**config.mk**
```make
export PLATFORM = sky130hd
export DESIGN_NAME = button_event_gen
export DESIGN_NICKNAME = d
export VERILOG_FILES = /design/src/rtl/btn_event_pkg.sv /design/src/rtl/btn_repeat_timer.sv /design/src/rtl/button_event_gen.sv
export SDC_FILE = /design/constraint.sdc
export NUM_CORES = 1
export LEC_CHECK = 0
export CORE_ASPECT_RATIO = 0.9
export CORE_UTILIZATION = 54
export DETAILED_ROUTE_END_ITERATION = 8
export DONT_BUFFER_PORTS = 1
export GPL_TIMING_DRIVEN = 0
export HOLD_SLACK_MARGIN = 0.08
export PLACE_DENSITY = 0.81
export RECOVER_POWER = 50
export SLEW_MARGIN = 25
export SYNTH_ARGS = -nofsm -noshare
export SYNTH_HDL_FRONTEND = slang
export SYNTH_HIERARCHICAL = 1
export SYNTH_SLANG_ARGS = --single-unit
export TNS_END_PERCENT = 10
```
**constraint.sdc**
```tcl
create_clock -name clk -period 5.8 [get_ports clk]
set_input_delay 0.29 -clock clk [delete_from_list [all_inputs] [get_ports clk]]
set_output_delay 0.29 -clock clk [all_outputs]
set_load 0.02 [all_outputs]
```
**src/rtl/btn_event_pkg.sv**
```systemverilog
// Shared event kind codes and repeat-timer state encoding for the button event path.
package btn_event_pkg;

  localparam logic [1:0] EV_PRESS   = 2'd0;
  localparam logic [1:0] EV_REPEAT  = 2'd1;
  localparam logic [1:0] EV_RELEASE = 2'd2;

  typedef enum logic [1:0] {
    T_IDLE   = 2'd0,
    T_DELAY  = 2'd1,
    T_REPEAT = 2'd2
  } tmr_state_t;

  // Index width that stays legal for a single-button bank.
  function automatic int unsigned btn_w(input int unsigned n);
    return (n > 1) ? $clog2(n) : 1;
  endfunction

endpackage

```
**src/rtl/btn_repeat_timer.sv**
```systemverilog
// Per-button auto-repeat timer: one-cycle rep_pulse REPEAT_DELAY cycles after the press, then every
// REPEAT_PERIOD cycles while held; pulse is combinational in the firing cycle, no backpressure.
module btn_repeat_timer
  import btn_event_pkg::*;
#(
  parameter int unsigned REPEAT_DELAY  = 50_000_000,
  parameter int unsigned REPEAT_PERIOD = 10_000_000,
  parameter int unsigned CNT_W         = 26
) (
  input  logic clk,
  input  logic reset,
  input  logic db,
  input  logic rise,
  output logic rep_pulse
);

  localparam int unsigned DLY_M1 = (REPEAT_DELAY == 0) ? 0 : REPEAT_DELAY - 1;
  localparam int unsigned PER_M1 = (REPEAT_PERIOD == 0) ? 0 : REPEAT_PERIOD - 1;
  localparam logic [CNT_W-1:0] DELAY_LAST  = CNT_W'(DLY_M1);
  localparam logic [CNT_W-1:0] PERIOD_LAST = CNT_W'(PER_M1);

  tmr_state_t       state_q, state_d;
  logic [CNT_W-1:0] cnt_q, cnt_d;

  always_ff @(posedge clk or negedge reset) begin
    if (!reset) begin
      state_q <= T_IDLE;
      cnt_q   <= '0;
    end else begin
      state_q <= state_d;
      cnt_q   <= cnt_d;
    end
  end

  always_comb begin
    state_d   = state_q;
    cnt_d     = cnt_q;
    rep_pulse = 1'b0;
    // A zero delay disables auto-repeat entirely; a released button always parks the timer.
    if (REPEAT_DELAY == 0 || !db) begin
      state_d = T_IDLE;
      cnt_d   = '0;
    end else if (rise) begin
      state_d = T_DELAY;
      cnt_d   = '0;
    end else begin
      case (state_q)
        T_DELAY: begin
          if (cnt_q == DELAY_LAST) begin
            rep_pulse = 1'b1;
            cnt_d     = '0;
            state_d   = T_REPEAT;
          end else begin
            cnt_d = cnt_q + 1'b1;
          end
        end
        T_REPEAT: begin
          if (cnt_q == PERIOD_LAST) begin
            rep_pulse = 1'b1;
            cnt_d     = '0;
          end else begin
            cnt_d = cnt_q + 1'b1;
          end
        end
        default: begin
          state_d = T_IDLE;
          cnt_d   = '0;
        end
      endcase
    end
  end

endmodule

```
**src/rtl/button_event_gen.sv**
```systemverilog
// Debounced button levels -> PRESS/REPEAT(/RELEASE with BTN_RELEASE_EVENT_EN) events; 1-cycle press latency.
// One pending slot per button; presented event held until ev_ready, colliding events dropped and flagged in ovf.
module button_event_gen
  import btn_event_pkg::*;
#(
  parameter  int unsigned N_BTN         = 5,
  parameter  int unsigned REPEAT_DELAY  = 50_000_000,
  parameter  int unsigned REPEAT_PERIOD = 10_000_000,
  parameter  int unsigned CNT_W         = 26,
  localparam int unsigned BTN_W         = btn_w(N_BTN)
) (
  input  logic             clk,
  input  logic             reset,
  input  logic [N_BTN-1:0] db,
  output logic             ev_valid,
  input  logic             ev_ready,
  output logic [BTN_W-1:0] ev_btn,
  output logic [1:0]       ev_kind,
  output logic             ovf,
  input  logic             ovf_clr
);

  logic [N_BTN-1:0]      db_q;
  logic [N_BTN-1:0]      rise;
  logic [N_BTN-1:0]      rep_pulse;
  logic [N_BTN-1:0]      new_vld;
  logic [N_BTN-1:0][1:0] new_kind;
  logic [N_BTN-1:0]      pend_q, pend_d;
  logic [N_BTN-1:0][1:0] kind_q, kind_d;
  logic [N_BTN-1:0]      take;
  logic [N_BTN-1:0]      drop;
  logic [BTN_W-1:0]      first_btn;
  logic [BTN_W-1:0]      sel;
  logic [BTN_W-1:0]      lock_btn_q;
  logic                  lock_q;
  logic                  acc;
  logic                  ovf_q;

  assign rise = db & ~db_q;

`ifdef BTN_RELEASE_EVENT_EN
  logic [N_BTN-1:0] fall;
  assign fall = ~db & db_q;
`endif

  for (genvar g = 0; g < N_BTN; g++) begin : g_tmr
    btn_repeat_timer #(
      .REPEAT_DELAY (REPEAT_DELAY),
      .REPEAT_PERIOD(REPEAT_PERIOD),
      .CNT_W        (CNT_W)
    ) u_tmr (
      .clk      (clk),
      .reset    (reset),
      .db       (db[g]),
      .rise     (rise[g]),
      .rep_pulse(rep_pulse[g])
    );
  end

  // Rise, repeat and fall are mutually exclusive per button, so at most one new event each.
  always_comb begin
    new_vld  = '0;
    new_kind = '0;
    for (int i = 0; i < N_BTN; i++) begin
      new_vld[i]  = rise[i] | rep_pulse[i];
      new_kind[i] = rise[i] ? EV_PRESS : EV_REPEAT;
`ifdef BTN_RELEASE_EVENT_EN
      if (fall[i]) begin
        new_vld[i]  = 1'b1;
        new_kind[i] = EV_RELEASE;
      end
`endif
    end
  end

  always_comb begin
    first_btn = '0;
    for (int i = N_BTN - 1; i >= 0; i--) begin
      if (pend_q[i]) first_btn = BTN_W'(i);
    end
  end

  // A stalled event keeps its button until accepted, even if a lower index becomes pending.
  assign sel      = lock_q ? lock_btn_q : first_btn;
  assign ev_valid = |pend_q;
  assign ev_btn   = sel;
  assign ev_kind  = kind_q[sel];
  assign acc      = ev_valid & ev_ready;
  assign ovf      = ovf_q;

  always_comb begin
    take   = '0;
    pend_d = pend_q;
    kind_d = kind_q;
    drop   = '0;
    for (int i = 0; i < N_BTN; i++) begin
      take[i] = acc && (sel == BTN_W'(i));
      if (new_vld[i]) begin
        if (pend_q[i] && !take[i]) begin
          drop[i] = 1'b1;
        end else begin
          pend_d[i] = 1'b1;
          kind_d[i] = new_kind[i];
        end
      end else if (take[i]) begin
        pend_d[i] = 1'b0;
      end
    end
  end

  always_ff @(posedge clk or negedge reset) begin
    if (!reset) begin
      db_q       <= '0;
      pend_q     <= '0;
      kind_q     <= '0;
      lock_q     <= 1'b0;
      lock_btn_q <= '0;
      ovf_q      <= 1'b0;
    end else begin
      db_q       <= db;
      pend_q     <= pend_d;
      kind_q     <= kind_d;
      lock_q     <= ev_valid & ~ev_ready;
      lock_btn_q <= sel;
      if (|drop) begin
        ovf_q <= 1'b1;
      end else if (ovf_clr) begin
        ovf_q <= 1'b0;
      end
    end
  end

endmodule
```
Word level (Yosys, flattened, before mapping)
Cells that the tools add are included.
{"block": "word_totals", "register_bits": 165, "in_bits": 9, "word_cells": 233}
{"block": "op_classes", "addsub": 5, "magnitude_cmp": 1, "n_eq_ne": 39, "muxes": 110, "n_bitwise": 15, "reduce_logical": 39}
{"op": "26-bit two-way mux", "n": 20}
{"op": "26-bit case mux with 2 select lines", "n": 5}
{"op": "26-bit by 1-bit adder with 26-bit output, second input constant", "n": 5}
{"op": "26-bit by 24-bit equality test with 1-bit output, second input constant", "n": 5}
{"op": "26-bit equality test, second input constant", "n": 5}
{"op": "1-bit two-way mux", "n": 52}
{"op": "2-bit two-way mux", "n": 16}
{"op": "2-bit AND reduction", "n": 15}
{"op": "4-bit by 3-bit != test with 1-bit output, second input constant", "n": 5}
{"op": "2-bit case mux with 2 select lines", "n": 5}
{"op": "3-bit two-way mux", "n": 6}
{"op": "3-bit != test, second input constant", "n": 5}
{"op": "2-bit nonzero test", "n": 6}
{"op": "2-bit by 1-bit equality test with 1-bit output, second input constant", "n": 5}
{"op": "2-bit equality test, second input constant", "n": 5}
{"op": "1-bit logical AND", "n": 10}
{"op": "2-bit != test, second input constant", "n": 5}
{"op": "1-bit case mux with 2 select lines", "n": 5}
{"op": "5-bit OR reduction", "n": 2}
{"op": "2-bit binary-select mux with 3-bit select", "n": 1}
{"op": "3-bit by 2-bit equality test with 1-bit output, second input constant", "n": 2}
{"op": "1-bit NOT", "n": 6}
{"op": "5-bit bitwise AND", "n": 1}
{"op": "1-bit zero test", "n": 5}
{"op": "other kinds (7)", "n": 12}

Longest topological paths before layout
Gate-level depths: netlist of the first run.
{"block": "depth", "word_depth": 14, "ltp_mapped": 9, "mapped_depth_nobuf": 9}

Cells and area by module
The synthesis of the first run kept the hierarchy.
{"mod": "btn_repeat_timer at g_tmr[0].u_tmr ...", "n_inst": 4, "cells_per_inst": 175, "area_each_um2": 1656.6, "seq_area_each_um2": 700.7}
{"mod": "btn_repeat_timer at g_tmr[4].u_tmr", "n_inst": 1, "cells_per_inst": 180, "area_each_um2": 1811.7, "seq_area_each_um2": 700.7}
{"mod": "button_event_gen", "n_inst": 1, "cells_per_inst": 87, "area_each_um2": 934.6, "seq_area_each_um2": 500.5}

Least setup slack after synthesis of the first run
No wires, ideal clock.
{"block": "synth_timing", "path_type": "flip-flop to flip-flop", "start": "register g_tmr[1].u_tmr.cnt_q[8]", "end": "register ovf_q, in the netlist ovf", "setup_time_ns": 0.064, "arrival_ns": 2.483, "t_required_ns": 5.736, "path_slack_ns": 3.253, "stages_incl_launch_ff": 10, "n_path_buf": 1, "period_less_slack_ns": 2.547, "cell_sequence": "dfrtp_1 > buf_6 > or4_4 > or4_4 > or3_1 > a21boi_1 > o21ai_0 > a21o_1 > o21ai_0 > or3_1"}
{"block": "synth_between", "elab_chain_len": 9, "word_cells_on_any_way": 12}
{"item": "start: declaration", "line": "btn_repeat_timer.sv:23", "text": "logic [CNT_W-1:0] cnt_q, cnt_d;"}
{"item": "start signal: assignment", "line": "btn_repeat_timer.sv:31", "text": "cnt_q <= cnt_d;"}
{"item": "26-bit by 24-bit equality test with 1-bit output / 26-bit equality test (equally long branches)", "line": "btn_repeat_timer.sv:58, btn_repeat_timer.sv:49"}
{"item": "1-bit two-way mux, on equally long branches", "line": "btn_repeat_timer.sv:58, btn_repeat_timer.sv:49"}
{"item": "1-bit case mux with 2 select lines *", "line": "btn_repeat_timer.sv:47", "text": "case (state_q)"}
{"item": "1-bit two-way mux *", "line": "btn_repeat_timer.sv:43", "text": "end else if (rise) begin"}
{"item": "1-bit two-way mux *", "line": "btn_repeat_timer.sv:40", "text": "if (REPEAT_DELAY == 0 || !db) begin"}
{"item": "net rep_pulse[1]", "line": "button_event_gen.sv:25", "text": "logic [N_BTN-1:0] rep_pulse;"}
{"item": "1-bit OR *", "line": "button_event_gen.sv:65", "text": "new_vld[i] = rise[i] | rep_pulse[i];"}
{"item": "1-bit two-way mux *", "line": "button_event_gen.sv:98", "text": "if (new_vld[i]) begin"}
{"item": "5-bit OR reduction *", "line": "button_event_gen.sv:125", "text": "if (|drop) begin"}
{"item": "1-bit two-way mux / 2-bit nonzero test (equally long branches)"}
{"item": "end signal: assignment", "line": "button_event_gen.sv:118", "text": "ovf_q <= 1'b0;"}
{"item": "end signal: assignment", "line": "button_event_gen.sv:126", "text": "ovf_q <= 1'b1;"}
{"item": "end signal: assignment", "line": "button_event_gen.sv:128", "text": "ovf_q <= 1'b0;"}
{"item": "end: declaration", "line": "button_event_gen.sv:37", "text": "logic ovf_q;"}
The timed path passes the listed nets; every way through them passes the cells marked *.
A chain may end at the register's enable or synchronous reset.

Worst setup path in the final report of the first run
{"block": "layout_timing", "start": "register g_tmr[1].u_tmr.cnt_q[16]", "end": "register ovf_q, in the netlist ovf"}
Same word-level chain as after synthesis.

==> run_results.csv, run 1 <==
group,metric,value,unit
outcome,status,"finished clean",
placement,dp_hpwl,14300,um
yosys,synth-simple-area-share,25.5,%
timing,rsz0062_at_grt,"false",
timing,finalWorstSetupSlack,2.90,ns
floorplanning,core.rowCount,45,
yosys,synth_xor_xnor_area_share,4.86,%
drt,wl_met1,10100,um
drt,drtIter0Drc,682,
run,maxCapViolations,0,
yosys,ys_seq_area_share,42.7,%
yosys,synthFlopType,"dfrtp_1",
yosys,synth_edf_count,0,
setup_path,critPathMaxFanout,7,
clock_tree,clock_sinks,160,
layout,seqCellArea,4000,um^2
clock_tree,cts_resized,0,
timing,hold_viol,0,
drt,wl_met3,1120,um
yosys,synthTopCellsByArea,"dfrtp_1 (43%), a22oi_1 (4.5%), xnor2_1 (3.6%)",
yosys,syn_inst,967,
drt,wl_met2,9610,um
yosys,synth_compound_area_share,19.7,%
timing,finalCriticalPeriod,2.90,ns
hold_path,min_path_type,"in2reg",
drt,drtAntennaViolNets,0,
global_route,grt_start_max_net_pins,161,
drt,vias_per_cell,6.34,
yosys,yosysMostFrequentCell,"dfrtp_1",
yosys,synth_area,9370,um^2
clock_tree,cts_root_buffer,"clkbuf_16",
clock_tree,path_clk_slew,0.06,ns
floorplanning,io_pins,16,
layout,syn_to_final_growth,10.2,%
timing,max_slew_margin,36.6,%
layout,n_fill_cell,1436,
yosys,synth_top_family_by_area,"simple AND/OR/NAND/NOR gates",
yosys,netlist_top_cells_count,"dfrtp_1 (160), nand2_1 (83), a21oi_1 (59)",
setup_path,crit_required,6.17,ns
clock_tree,cts_tree,"yes",
layout,multi_input_area,4970,um^2
global_route,antenna_found_initial,0,
clock_tree,insertion_delay,0.43,ns
layout,final_nets,1022,
placement,portBuffers,0,
yosys,synthMuxAreaShare,0.334,%
clock_tree,cts.path.max_buffers,2,
yosys,ys.warnings.count,6,
floorplanning,die_y,127,um
layout,drive_gt1_share,9.34,%
drt,vias,7866,
layout,antenna_cells,0,
placement,place.gp.congestion,0.911,
timing,clock_skew,0.00931,ns
timing,setup_tns,0,ns
timing,fin_crit_sh,50.0,%
power,p_leak,3.47,nW
floorplanning,initial_core_util,55.3,%
clock_tree,cts_buffers,17,
setup_path,crit_arrival,3.27,ns
yosys,ys_async_sr_fraction,100,%
global_route,grt-ovfl-total,0,
yosys,synth_fa_ha_area_share,2.67,%
floorplanning,core-area,16900,um^2
setup_path,critPathCaptureType,"flop",
global_route,track_usage,25.3,%
drt,wl,21300,um
drt,drt_pass1_iterations,5,
power,vdd_ir_drop_max,191,uV
drt,drc,0,
timing,worst_pin_slew,0.948,ns
clock_tree,htreeDepth,4,
floorplanning,dieWidth,141,um
yosys,synth-seq-cells,160,
yosys,synthDistinctLibCells,69,
placement,preCtsSetupSlack,2.94,ns
floorplanning,die-area,17900,um^2
yosys,yosys.area.top_type_share,42.7,%
power,power.density,229,nW/um^2
setup_path,critical_path_class,"reg2reg",
drt,top_layer,"met4",
timing,max_clock_freq,0.345,GHz
global_route,grt_pass1_wl,36500,um
yosys,synth_nets,996,
timing,final_max_slew_viol_count,0,
timing,setup_viol,0,
drt,wire_per_inst,17.1,um
setup_path,cp-start-kind,"flop",
global_route,first_global_vias,7436,
yosys,synth_largest_area_cell,"dfrtp_1",
yosys,synth.avg_cell_area,9.69,um^2
-- through the flow --
step                      utilization (%)  hold slack, ns  instances  power (mW)  instance area [um^2]
after floorplan                         -        -0.00559        967        1.24                  9370
after global placement               57.0        0.000370       1202        1.26                  9670
after detailed placement             57.0        0.000593       1202        1.26                  9670
after CTS                            61.0           0.131       1241        2.39                 10300
after global routing                 61.0           0.162       1241        2.46                 10300
final                                61.0           0.142       1241        2.37                 10300
-- critical path, cell delays in order, from the launching register on --
cell	delay (ns)
dfrtp_1	0.45
or4_4	0.56
or4_4	0.59
or3_1	0.32
a21boi_1	0.30
o21ai_0	0.21
a21o_1	0.22
o21ai_0	0.06
or3_1	0.12
-- flip-flops by register name, indices dropped and copies added (netlist names) --
name and flops:
ovf 1, kind_q 5, lock_q 1, pend_q 5, db_q 5, lock_btn_q 3
g_tmr.u_tmr/state_q 10, g_tmr.u_tmr/cnt_q 130
-- area by class of cell --
| class | instances | area share (%) |
|---|---|---|
| multi-input combinational | 733 | 48.2 |
| sequential | 160 | 38.8 |
| clock buffer | 22 | 4.49 |
| tap | 235 | 2.85 |
| buffer | 47 | 2.83 |
| clock inverter | 10 | 1.08 |
| inverter | 27 | 0.981 |
| timing repair buffer | 7 | 0.848 |
-- metal layers --
metal,up-vias,GRT usage (%)
li1,3787,-
met1,3852,35.6
met2,186,38.3
met3,41,5.58
met4,0,9.59
met5,-,0
-- path summary, 6_finish.rpt --
path / end / slack, ns / cells past startpoint / from
worst max-delay path: ovf$_DFFE_PN0P_ / 2.90 / 8 / g_tmr[1].u_tmr/cnt_q[16]$_DFF_PN0_
min in group asynchronous: g_tmr[3].u_tmr/cnt_q[18]$_DFF_PN0_ / 0.47 / 2 / reset
worst min register to register: kind_q[8]$_DFFE_PN0P_ / 0.54 / 2 / kind_q[8]$_DFFE_PN0P_
worst max register to register: ovf$_DFFE_PN0P_ / 2.90 / 8 / g_tmr[1].u_tmr/cnt_q[16]$_DFF_PN0_
worst min-delay path: ovf$_DFFE_PN0P_ / 0.14 / 2 / ovf_clr
max in group asynchronous: g_tmr[2].u_tmr/cnt_q[0]$_DFF_PN0_ / 4.66 / 2 / reset
-- logic make-up after synthesis --
group,Yosys count
buf+inv,74
xor+xnor,52
flops,160
simple gates,397
other cells,1
fa+ha+maj,20
mux,3
compound gates,260
-- power breakdown --
group          leakage [nW]  switching [mW]  total (mW)  internal (mW)
clock network         0.276           0.446        1.10          0.654
logic                  1.00          0.0822       0.116         0.0337
registers              2.19          0.0205        1.15           1.13
-- cells in the final DEF (no fill, tap or decap), types with 31 or more instances in the layout --
cell	instances
or4_1	44
or3_1	44
a21oi_1	59
a22oi_1	56
o21ai_0	50
o31ai_1	32
dfrtp_1	160
clkbuf_1	31
nand3_1	52
xnor2_1	38
nand2_1	83
-- repair_timing --
action,4_1_cts,5_1_grt
buffers inserted,0,0
hold endpoints to repair,174,0
hold buffers,7,0
Note: power is estimated with default switching activity, not from simulation.
==> inputs of run 2 (changes only) <==
- PLACE_DENSITY: 0.81 -> 0.84
- clock period: 5.8 -> 2.63 ns (I/O delays scaled with it)
==> run_results.csv, run 2 (synthesis results as in run 1) <==
group,metric,value,unit
layout,layout_common_cells,"dfrtp_1 (157), nand2_1 (83), a21oi_1 (59), a22oi_1 (56), nand3_1 (52)",
drt,vias,8015,
drt,vias_per_cell,6.42,
global_route,grt_pass1_wl,37300,um
timing,hold_viol,160,
drt,drt_pass1_iterations,5,
timing,worst_pin_slew,0.706,ns
layout,largest_reg_flops,130,
clock_tree,cts.path.max_buffers,2,
setup_path,r2r_slack,-0.01,ns
drt,wl,22100,um
clock_tree,cts_tree,"yes",
global_route,grt_start_max_net_pins,161,
layout,final_common_cell,"dfrtp_1",
setup_path,cp-start-kind,"flop",
placement,portBuffers,0,
drt,wire_per_inst,17.7,um
setup_path,critPathCaptureType,"flop",
hold_path,min_path_type,"in2async",
layout,largest-register,"g_tmr.u_tmr/cnt_q",
floorplanning,core-area,16900,um^2
floorplanning,initial_core_util,55.3,%
timing,finalCriticalPeriod,2.64,ns
clock_tree,cts_root_buffer,"clkbuf_16",
setup_path,critPathMaxFanout,5,
outcome,violations,"hold timing, setup timing",
setup_path,crit_required,2.99,ns
drt,drc,0,
layout,final_nets,1030,
timing,max_slew_margin,52.8,%
floorplanning,die_y,127,um
global_route,track_usage,25.8,%
clock_tree,insertion_delay,0.43,ns
global_route,first_global_vias,7519,
layout,antenna_cells,0,
timing,final_max_slew_viol_count,0,
floorplanning,dieWidth,141,um
clock_tree,hold_buffers,7,
clock_tree,htreeDepth,4,
power,vdd_ir_drop_max,483,uV
timing,clock_skew,0.00660,ns
power,p_leak,3.53,nW
layout,top_regs,"g_tmr.u_tmr/cnt_q: 130 flops, g_tmr.u_tmr/state_q: 10 flops",
floorplanning,io_pins,16,
clock_tree,clock_sinks,160,
placement,place.gp.congestion,0.870,
power,power.density,509,nW/um^2
setup_path,endpoint,"ovf$_DFFE_PN0P_",
layout,syn_to_final_growth,11.8,%
timing,setup_viol,1,
setup_path,crit_arrival,3.01,ns
floorplanning,die-area,17900,um^2
timing,fin_crit_sh,101,%
run,maxCapViolations,0,
setup_path,r2r_cells,8,
timing,whs,-0.598,ns
setup_path,r2r_end,"ovf$_DFFE_PN0P_",
drt,drtAntennaViolNets,0,
global_route,antenna_found_initial,0,
layout,utilization,61.8,%
timing,max_clock_freq,0.378,GHz
global_route,grt-ovfl-total,0,
placement,dp_hpwl,14400,um
setup_path,critPathLaunch,"g_tmr[3].u_tmr/cnt_q[18]$_DFF_PN0_",
clock_tree,path_clk_slew,0.06,ns
power,total_power,5.34,mW
drt,drtIter0Drc,772,
timing,finalWorstSetupSlack,-0.0142,ns
setup_path,critical_path_class,"reg2reg",
floorplanning,core.rowCount,45,
timing,rsz0062_at_grt,"true",
clock_tree,cts_buffers,17,
setup_path,rr_startpoint,"g_tmr[3].u_tmr/cnt_q[18]$_DFF_PN0_",
outcome,status,"finished with violations",
layout,drive_gt1_share,11.8,%
-- run 2: cell type report --
cell class	instances	area, um^2
plain buffers	47	298
clock buffers	23	488
clock inverters	9	130
fillers	1354	6470
inverters	27	101
multi-input cells	733	5030
flip-flops and latches	160	4010
well taps	235	294
repair buffers	15	130
-- run 2: critical path, stage by stage, from the launching register on --
cell and delay, ns:
dfrtp_1 0.43, or4bb_1 0.55, or4_4 0.56, or3_4 0.35, a21boi_2 0.24, o21ai_2 0.10, a21o_1 0.17, o21ai_0 0.06
or3_1 0.13
-- run 2: through the flow --
stage | setup TNS, ns | hold WS (ns) | std cells | worst slack (ns) | cell area (um^2)
after detailed placement | -0.200 | -0.155 | 1202 | -0.200 | 9670
after CTS | -0.0797 | -0.618 | 1242 | -0.0797 | 10400
after global routing | -0.194 | -0.615 | 1249 | -0.0611 | 10500
after global placement | -0.154 | -0.156 | 1202 | -0.154 | 9670
after floorplan | 0 | -0.164 | 967 | 0.0830 | 9370
final | -0.0142 | -0.598 | 1249 | -0.0142 | 10500
-- run 2: layer usage --
metal	part of all wire [%]	vias to the layer above	global-route usage (%)
met5	0	-	0
met4	1.5	0	6.91
met3	5.6	29	6.00
met2	48	224	40.1
met1	45	3956	36.4
li1	-	3806	-
-- run 2: how the worst min path moves through the flow --
| stage | from | endpoint | depth (start not counted) |
|---|---|---|---|
| floorplan | reset | db_q[0]$_DFF_PN0_ | 0 |
| global placement | reset | g_tmr[3].u_tmr/cnt_q[17]$_DFF_PN0_ | 0 |
| detailed placement | reset | g_tmr[3].u_tmr/cnt_q[17]$_DFF_PN0_ | 0 |
| CTS | reset | g_tmr[3].u_tmr/cnt_q[2]$_DFF_PN0_ | 0 |
| global route | reset | g_tmr[3].u_tmr/cnt_q[14]$_DFF_PN0_ | 0 |
| finish | reset | g_tmr[3].u_tmr/cnt_q[17]$_DFF_PN0_ | 0 |
-- run 2: timing repair --
| action | CTS | global route |
|---|---|---|
| cloned | 0 | 0 |
| endpoints found under the setup margin | 2 | 41 |
| hold endpoints to repair | 181 | 160 |
| gates resized for setup | 8 | 18 |
| buffers inserted | 1 | 7 |
| pin swaps | 1 | 10 |
-- run 2: where the power goes --
part,switching (mW),total (mW),internal [mW]
Sequential,0.0513,2.55,2.50
Combinational,0.144,0.217,0.0734
Clock,0.977,2.57,1.59
Total,1.17,5.34,4.16
